[src/rtl/pcie_pkg.sv]
// Shared PCIe egress types: arbiter FSM states, requester indices and bus widths.
`ifndef PCIE_DATA_WIDTH
`define PCIE_DATA_WIDTH 64
`endif
`ifndef PCIE_DATA_KW
`define PCIE_DATA_KW 8
`endif
`ifndef PCIE_TUSER_W
`define PCIE_TUSER_W 4
`endif
`ifndef XIL_TX_USER_W
`define XIL_TX_USER_W 4
`endif

package pcie_pkg;
  localparam int unsigned NUM_REQ = 3;

  typedef enum logic {IDLE, BUSY} arb_state_e;

  typedef enum logic [1:0] {
    REQ_SD = 2'd0,
    REQ_RC = 2'd1,
    REQ_RG = 2'd2
  } req_idx_e;

  function automatic req_idx_e onehot_to_req(input logic [NUM_REQ-1:0] oh);
    if (oh[2]) return REQ_RG;
    if (oh[1]) return REQ_RC;
    return REQ_SD;
  endfunction
endpackage

[src/rtl/egress_tx_arbiter_rr_arbiter3.sv]
// Combinational 3-way round-robin select; search starts just after last_owner.
module rr_arbiter3
  import pcie_pkg::*;
(
  input  logic [NUM_REQ-1:0] req,
  input  req_idx_e           last_owner,
  output logic [NUM_REQ-1:0] gnt
);
  logic [NUM_REQ-1:0] rot;
  logic [NUM_REQ-1:0] pick;

  // Rotate so the first candidate sits at bit 0, isolate the lowest set bit, rotate back.
  always_comb begin
    case (last_owner)
      REQ_SD:  rot = {req[0], req[2], req[1]};
      REQ_RC:  rot = {req[1], req[0], req[2]};
      default: rot = req;
    endcase
    pick = rot & (~rot + 3'd1);
    case (last_owner)
      REQ_SD:  gnt = {pick[1], pick[0], pick[2]};
      REQ_RC:  gnt = {pick[0], pick[2], pick[1]};
      default: gnt = pick;
    endcase
  end
endmodule

[src/rtl/egress_tx_arbiter.sv]
// Packet-level round-robin arbiter sharing the PCIe TX AXIS port among sd, rc and rg.
`ifndef PCIE_DATA_WIDTH
`define PCIE_DATA_WIDTH 64
`endif
`ifndef PCIE_DATA_KW
`define PCIE_DATA_KW 8
`endif
`ifndef PCIE_TUSER_W
`define PCIE_TUSER_W 4
`endif
`ifndef XIL_TX_USER_W
`define XIL_TX_USER_W 4
`endif

module egress_tx_arbiter
  import pcie_pkg::*;
#(
  parameter int unsigned TIMEOUT_CYC = 1024,
  parameter int unsigned TO_W        = $clog2(TIMEOUT_CYC + 1)
)(
  input  logic                        clk,
  input  logic                        rst,
  output logic                        sd_s_axis_tx_tready,
  input  logic [`PCIE_DATA_WIDTH-1:0] sd_s_axis_tx_tdata,
  input  logic [`PCIE_DATA_KW-1:0]    sd_s_axis_tx_tkeep,
  input  logic                        sd_s_axis_tx_sop,
  input  logic                        sd_s_axis_tx_eop,
  input  logic                        sd_s_axis_tx_tvalid,
  input  logic [`PCIE_TUSER_W-1:0]    sd_s_axis_tx_tuser,
  output logic                        rc_s_axis_tx_tready,
  input  logic [`PCIE_DATA_WIDTH-1:0] rc_s_axis_tx_tdata,
  input  logic [`PCIE_DATA_KW-1:0]    rc_s_axis_tx_tkeep,
  input  logic                        rc_s_axis_tx_sop,
  input  logic                        rc_s_axis_tx_eop,
  input  logic                        rc_s_axis_tx_tvalid,
  input  logic [`PCIE_TUSER_W-1:0]    rc_s_axis_tx_tuser,
  output logic                        rg_s_axis_tx_tready,
  input  logic [`PCIE_DATA_WIDTH-1:0] rg_s_axis_tx_tdata,
  input  logic [`PCIE_DATA_KW-1:0]    rg_s_axis_tx_tkeep,
  input  logic                        rg_s_axis_tx_sop,
  input  logic                        rg_s_axis_tx_eop,
  input  logic                        rg_s_axis_tx_tvalid,
  input  logic [`PCIE_TUSER_W-1:0]    rg_s_axis_tx_tuser,
  input  logic                        m_axis_tx_tready,
  output logic [`PCIE_DATA_WIDTH-1:0] m_axis_tx_tdata,
  output logic [`PCIE_DATA_KW-1:0]    m_axis_tx_tkeep,
  output logic                        m_axis_tx_tlast,
  output logic                        m_axis_tx_tvalid,
  output logic [`XIL_TX_USER_W-1:0]   m_axis_tx_tuser,
  output logic [NUM_REQ-1:0]          grant,
  output logic                        err_timeout,
  output logic                        err_sop
);
  arb_state_e         state_q, state_d;
  logic [NUM_REQ-1:0] grant_q, grant_d;
  req_idx_e           last_owner_q, last_owner_d;
  logic [TO_W-1:0]    stall_cnt_q, stall_cnt_d;
  logic               err_timeout_q, err_timeout_d;
  logic               err_sop_q, err_sop_d;

  logic [NUM_REQ-1:0] req_valid, req_sop, req_ready, arb_gnt;
  logic               sel_valid, sel_eop;

  assign req_valid = {rg_s_axis_tx_tvalid, rc_s_axis_tx_tvalid, sd_s_axis_tx_tvalid};
  assign req_sop   = {rg_s_axis_tx_sop, rc_s_axis_tx_sop, sd_s_axis_tx_sop};

  rr_arbiter3 u_rr (
    .req        (req_valid & req_sop),
    .last_owner (last_owner_q),
    .gnt        (arb_gnt)
  );

  always_comb begin
    sel_valid       = 1'b0;
    sel_eop         = 1'b0;
    m_axis_tx_tdata = '0;
    m_axis_tx_tkeep = '0;
    m_axis_tx_tuser = '0;
    case (grant_q)
      3'b001: begin
        sel_valid       = sd_s_axis_tx_tvalid;
        sel_eop         = sd_s_axis_tx_eop;
        m_axis_tx_tdata = sd_s_axis_tx_tdata;
        m_axis_tx_tkeep = sd_s_axis_tx_tkeep;
        m_axis_tx_tuser = sd_s_axis_tx_tuser[`XIL_TX_USER_W-1:0];
      end
      3'b010: begin
        sel_valid       = rc_s_axis_tx_tvalid;
        sel_eop         = rc_s_axis_tx_eop;
        m_axis_tx_tdata = rc_s_axis_tx_tdata;
        m_axis_tx_tkeep = rc_s_axis_tx_tkeep;
        m_axis_tx_tuser = rc_s_axis_tx_tuser[`XIL_TX_USER_W-1:0];
      end
      3'b100: begin
        sel_valid       = rg_s_axis_tx_tvalid;
        sel_eop         = rg_s_axis_tx_eop;
        m_axis_tx_tdata = rg_s_axis_tx_tdata;
        m_axis_tx_tkeep = rg_s_axis_tx_tkeep;
        m_axis_tx_tuser = rg_s_axis_tx_tuser[`XIL_TX_USER_W-1:0];
      end
      default: ;
    endcase
  end

  always_comb begin
    state_d       = state_q;
    grant_d       = grant_q;
    last_owner_d  = last_owner_q;
    stall_cnt_d   = stall_cnt_q;
    err_timeout_d = err_timeout_q;
    err_sop_d     = err_sop_q;
    req_ready     = '0;
    case (state_q)
      IDLE: begin
        // Mid-packet beats with no owner are swallowed so they cannot wedge the port.
        req_ready = req_valid & ~req_sop;
        if (|req_ready) err_sop_d = 1'b1;
        if (|arb_gnt) begin
          grant_d     = arb_gnt;
          state_d     = BUSY;
          stall_cnt_d = '0;
        end
      end
      BUSY: begin
        req_ready = grant_q & {NUM_REQ{m_axis_tx_tready}};
        if (sel_valid) begin
          stall_cnt_d = '0;
          if (m_axis_tx_tready && sel_eop) begin
            state_d      = IDLE;
            grant_d      = '0;
            last_owner_d = onehot_to_req(grant_q);
          end
        end else if (stall_cnt_q == TO_W'(TIMEOUT_CYC - 1)) begin
          err_timeout_d = 1'b1;
          state_d       = IDLE;
          grant_d       = '0;
          last_owner_d  = onehot_to_req(grant_q);
          stall_cnt_d   = '0;
        end else begin
          stall_cnt_d = stall_cnt_q + TO_W'(1);
        end
      end
      default: state_d = IDLE;
    endcase
  end

  always_ff @(posedge clk) begin
    if (rst) begin
      state_q       <= IDLE;
      grant_q       <= '0;
      last_owner_q  <= REQ_RG;
      stall_cnt_q   <= '0;
      err_timeout_q <= 1'b0;
      err_sop_q     <= 1'b0;
    end else begin
      state_q       <= state_d;
      grant_q       <= grant_d;
      last_owner_q  <= last_owner_d;
      stall_cnt_q   <= stall_cnt_d;
      err_timeout_q <= err_timeout_d;
      err_sop_q     <= err_sop_d;
    end
  end

  assign sd_s_axis_tx_tready = req_ready[0] & ~rst;
  assign rc_s_axis_tx_tready = req_ready[1] & ~rst;
  assign rg_s_axis_tx_tready = req_ready[2] & ~rst;
  assign m_axis_tx_tvalid    = sel_valid;
  assign m_axis_tx_tlast     = sel_eop;
  assign grant               = grant_q;
  assign err_timeout         = err_timeout_q;
  assign err_sop             = err_sop_q;
endmodule

[config.mk]
export PLATFORM = sky130hd
export DESIGN_NAME = egress_tx_arbiter
export DESIGN_NICKNAME = d
export VERILOG_FILES = /design/src/rtl/pcie_pkg.sv /design/src/rtl/egress_tx_arbiter_rr_arbiter3.sv /design/src/rtl/egress_tx_arbiter.sv
export SDC_FILE = /design/constraint.sdc
export NUM_CORES = 1
export LEC_CHECK = 0
export CAP_MARGIN = 0
export CORE_AREA = 4 4 123 125
export DETAILED_ROUTE_END_ITERATION = 6
export DIE_AREA = 0 0 127 129
export PLACE_DENSITY = 0.67
export SYNTH_ARGS = -nofsm -noshare
export SYNTH_HDL_FRONTEND = slang
export SYNTH_SLANG_ARGS = --single-unit
[constraint.sdc]
create_clock -name clk -period 2.3 [get_ports clk]
set_input_delay 0.46 -clock clk [delete_from_list [all_inputs] [get_ports clk]]
set_output_delay 0.46 -clock clk [all_outputs]
set_load 0.05 [all_outputs]
==> metrics.md <==
| Metric | Value |
|---|---|
| CTS tree | `built` |
| Syn Nets | `646` |
| Drt wl/cell | `19.7 microns` |
| Via-to-Cell Ratio | `5.05` |
| Hold Path Origin | `last_owner_q[0]$_SDFFE_PP0P_` |
| Total iterations of the first detailed-routing run | `6` |
| Reg2reg end | `stall_cnt_q[7]$_SDFFE_PP0P_` |
| Port Buffers | `325` |
| CTS Hold Bufs | `0` |
| Fraction of layout cells with a size suffix above 1 | `27.2%` |
| Area contributors post-synth | `a22oi_1 23%, o21ai_0 17%, dfxtp_1 15%` |
| Routability Congestion | `0.925` |
| Register Area | `392 sq um` |
| Hold path depth | `2` |
| Hold Vio Cnt, Final | `0` |
| F_max | `458 MHz` |
| Non-filler instance count after layout | `893` |
| Worst-path cell chain | `nor2b_4 > buf_12 > a22oi_1 > o21ai_2 > buf_12` |
| FFs w/ async S/R, synth | `0%` |
| Slowest Stage Delay on Critical Path | `0.45 ns` |
| Mapped Cells | `405` |
| Most frequent cells in the layout | `242 x clkdlybuf4s50_1, 89 x buf_12, 85 x nand2_1` |
| Lkg Pwr | `0.00267 uW` |
| Post-synth EDFFs | `0` |
| DIE HEIGHT | `129 microns` |
| Routed WL | `17,600 microns` |
| Core Region | `13,900 sq um` |
| Maximum VDD drop | `307 uV` |
| Synthesized area | `2530 sq um` |
| Worst setup path category | `flip-flop to output pin` |
| NumNets Final | `955` |
| Largest net degree at the start of global routing | `52` |
| WHS Endpoint | `last_owner_q[0]$_SDFFE_PP0P_` |
| Clock Sinks | `19` |
| ANT cells | `0` |
| Residual DRC | `0` |
| Slowest cell on the critical path | `dfxtp_4` |
| Worst-Skew Late Latency | `0.26 ns` |
| Met2 wire length | `9230 microns` |
| Synth warn | `0` |
| Setup TNS | `0 ns` |
| Highest metal used | `met5` |
| Reg2Reg Setup Slack | `0.31 ns` |
| Final Skew | `0.00159 ns` |
| RSZ-0062 raised after global routing | `false` |
| CP required | `1.84 ns` |
| Sequential share of the synthesized area | `15.0%` |
| Buf/Inv on CP | `2` |
| Family with the most delay on the worst path | `flip-flops` |
| Crit. End Element | `output pin` |
| Slew headroom | `56.7%` |
| Worst hold path type | `flip-flop to flip-flop` |
| Power Total | `2630 uW` |
| Crit start category | `flip-flop` |
| Clk buf depth | `2` |
| Min Hold Slack | `0.485 ns` |
| Multi-input gate area in the final layout | `2560 sq um` |
| # rows | `43` |
| Maxcap violations | `0` |
| R2R cell count | `7` |
| Final worst path period need | `2.18 ns` |
| Clk root buf | `clkbuf_16` |
| Status | `finished clean` |
| Total grt overflow | `0` |
| I/O pins | `326` |
| Finish-stage setup viols | `0` |
| Most common cell after layout, fill and taps aside | `clkdlybuf4s50_1` |
| Syn avg cell area | `6.24 sq um` |
| GR Util All Layers | `19.5%` |
| Fin. max-slew vios | `0` |
| Starting DRT DRC Count | `208` |
| Arr. time, crit path | `1.72 ns` |
| Largest area contributor in the netlist | `a22oi_1` |
| CP Max Fanout | `41` |
| Post-route ant nets | `0` |
| #FFs+latches synth | `19` |
| Worst slew pin tran | `0.650 ns` |
| Post-synth top area share | `23.2%` |
| Area Overhead vs Synth | `200%` |
| PwrDens | `347 nW/um^2` |
| DR WL met3 | `1360 microns` |
| DIE WIDTH | `127 microns` |
| Initial antenna violation count | `1` |
| First-pass GRT wire length | `25,600 microns` |
| Initial core utilization | `18.2%` |
| Die ar. | `16,400 sq um` |
| Worst r2r src | `stall_cnt_q[0]$_SDFFE_PP0P_` |
| Final instance area | `7580 sq um` |
| Via count | `4,507` |
| Placed instance count | `887` |
| Clk slew on worst S/H paths | `0.05 ns` |
| Wl on met1 | `6650 microns` |
| Most used cell, CP | `buf_12` |
| Final period util | `95.0%` |
| CTS Buf Count | `3` |
| # H-tree levels | `1` |
| Post-synth cell types | `44` |
| Synth Flop Type | `dfxtp_1` |
| Fill count | `1,223` |
| DP Area | `7490 sq um` |
| Vias in the first global route | `4,571` |
| Detailed placement HPWL | `14,700 microns` |
-- report_power, final --
| part | internal (uW) | switching [uW] | total (uW) |
|---|---|---|---|
| logic | 994 | 914 | 1910 |
| registers | 337 | 23.8 | 361 |
| clock network | 236 | 129 | 365 |
| total | 1570 | 1070 | 2630 |
-- worst min-delay path, stage by stage, from the launching register on --
cell and delay, ns:
dfxtp_1 0.32, inv_1 0.05, o41ai_1 0.06
-- sequential cells by signal, indices dropped and copies added (netlist names) --
signal        count
err_sop           1
err_timeout       1
grant             3
last_owner_q      2
stall_cnt_q      11
state_q           1
-- area by class of cell --
| cell class | count | area share (%) |
|---|---|---|
| well taps | 180 | 2.97 |
| repair buffers | 345 | 56.8 |
| multi-input cells | 341 | 33.8 |
| flip-flops and latches | 19 | 5.16 |
| clock buffers | 4 | 1.04 |
| inverters | 4 | 0.198 |
-- layer usage --
metal / GRT usage, % / up-vias
met3: 4.44 / 25
met2: 36.2 / 211
li1: - / 2151
met5: 0 / -
met4: 4.73 / 2
met1: 22.8 / 2118
-- synth_stat cells (4+ instances only) --
library cell / n
nand2_1: 85
a31oi_1: 4
nor2_1: 16
nand4_1: 5
clkbuf_1: 30
inv_1: 4
dfxtp_1: 19
and3_1: 4
nand3_1: 7
a22oi_1: 78
a21oi_1: 11
o21ai_0: 87
buf_1: 5
-- per-stage QoR --
stage / util (%) / setup WS [ns]
floorplan: - / 0.0218
global placement: 53.9 / 0.0436
detailed placement: 53.9 / 0.0142
CTS: 54.6 / 0.0171
global route: 54.6 / 0.000920
finish: 54.6 / 0.115
-- kinds of logic (layout without fill, tap and decap cells) --
kind of cell	Yosys count	after routing	share of synthesized area, %
buf+inv	45	353	7.57
flops	19	19	15.0
fa+ha+maj	1	1	0.495
compound gates	193	193	48.4
simple gates	146	146	28.1
mux	1	1	0.396
-- worst max-delay path by stage --
stage / start / end / cells after the start
2_1_floorplan: grant[2]$_SDFFE_PP0P_ / m_axis_tx_tdata[1] / 6
3_3_place_gp: sd_s_axis_tx_tvalid / last_owner_q[1]$_SDFFE_PP1P_ / 7
3_5_place_dp: rg_s_axis_tx_tvalid / stall_cnt_q[7]$_SDFFE_PP0P_ / 7
4_1_cts: grant[0]$_SDFFE_PP0P_ / m_axis_tx_tdata[8] / 5
5_1_grt: grant[2]$_SDFFE_PP0P_ / m_axis_tx_tdata[8] / 5
6_report: grant[2]$_SDFFE_PP0P_ / m_axis_tx_tdata[8] / 5
-- what timing repair did --
item / in CTS / in global routing
endpoints found under the setup margin: 38 / 2
buffers inserted: 2 / 0
pin swaps: 0 / 0
resized for setup: 1 / 1
No activity file was read; power rests on OpenSTA's default activity.
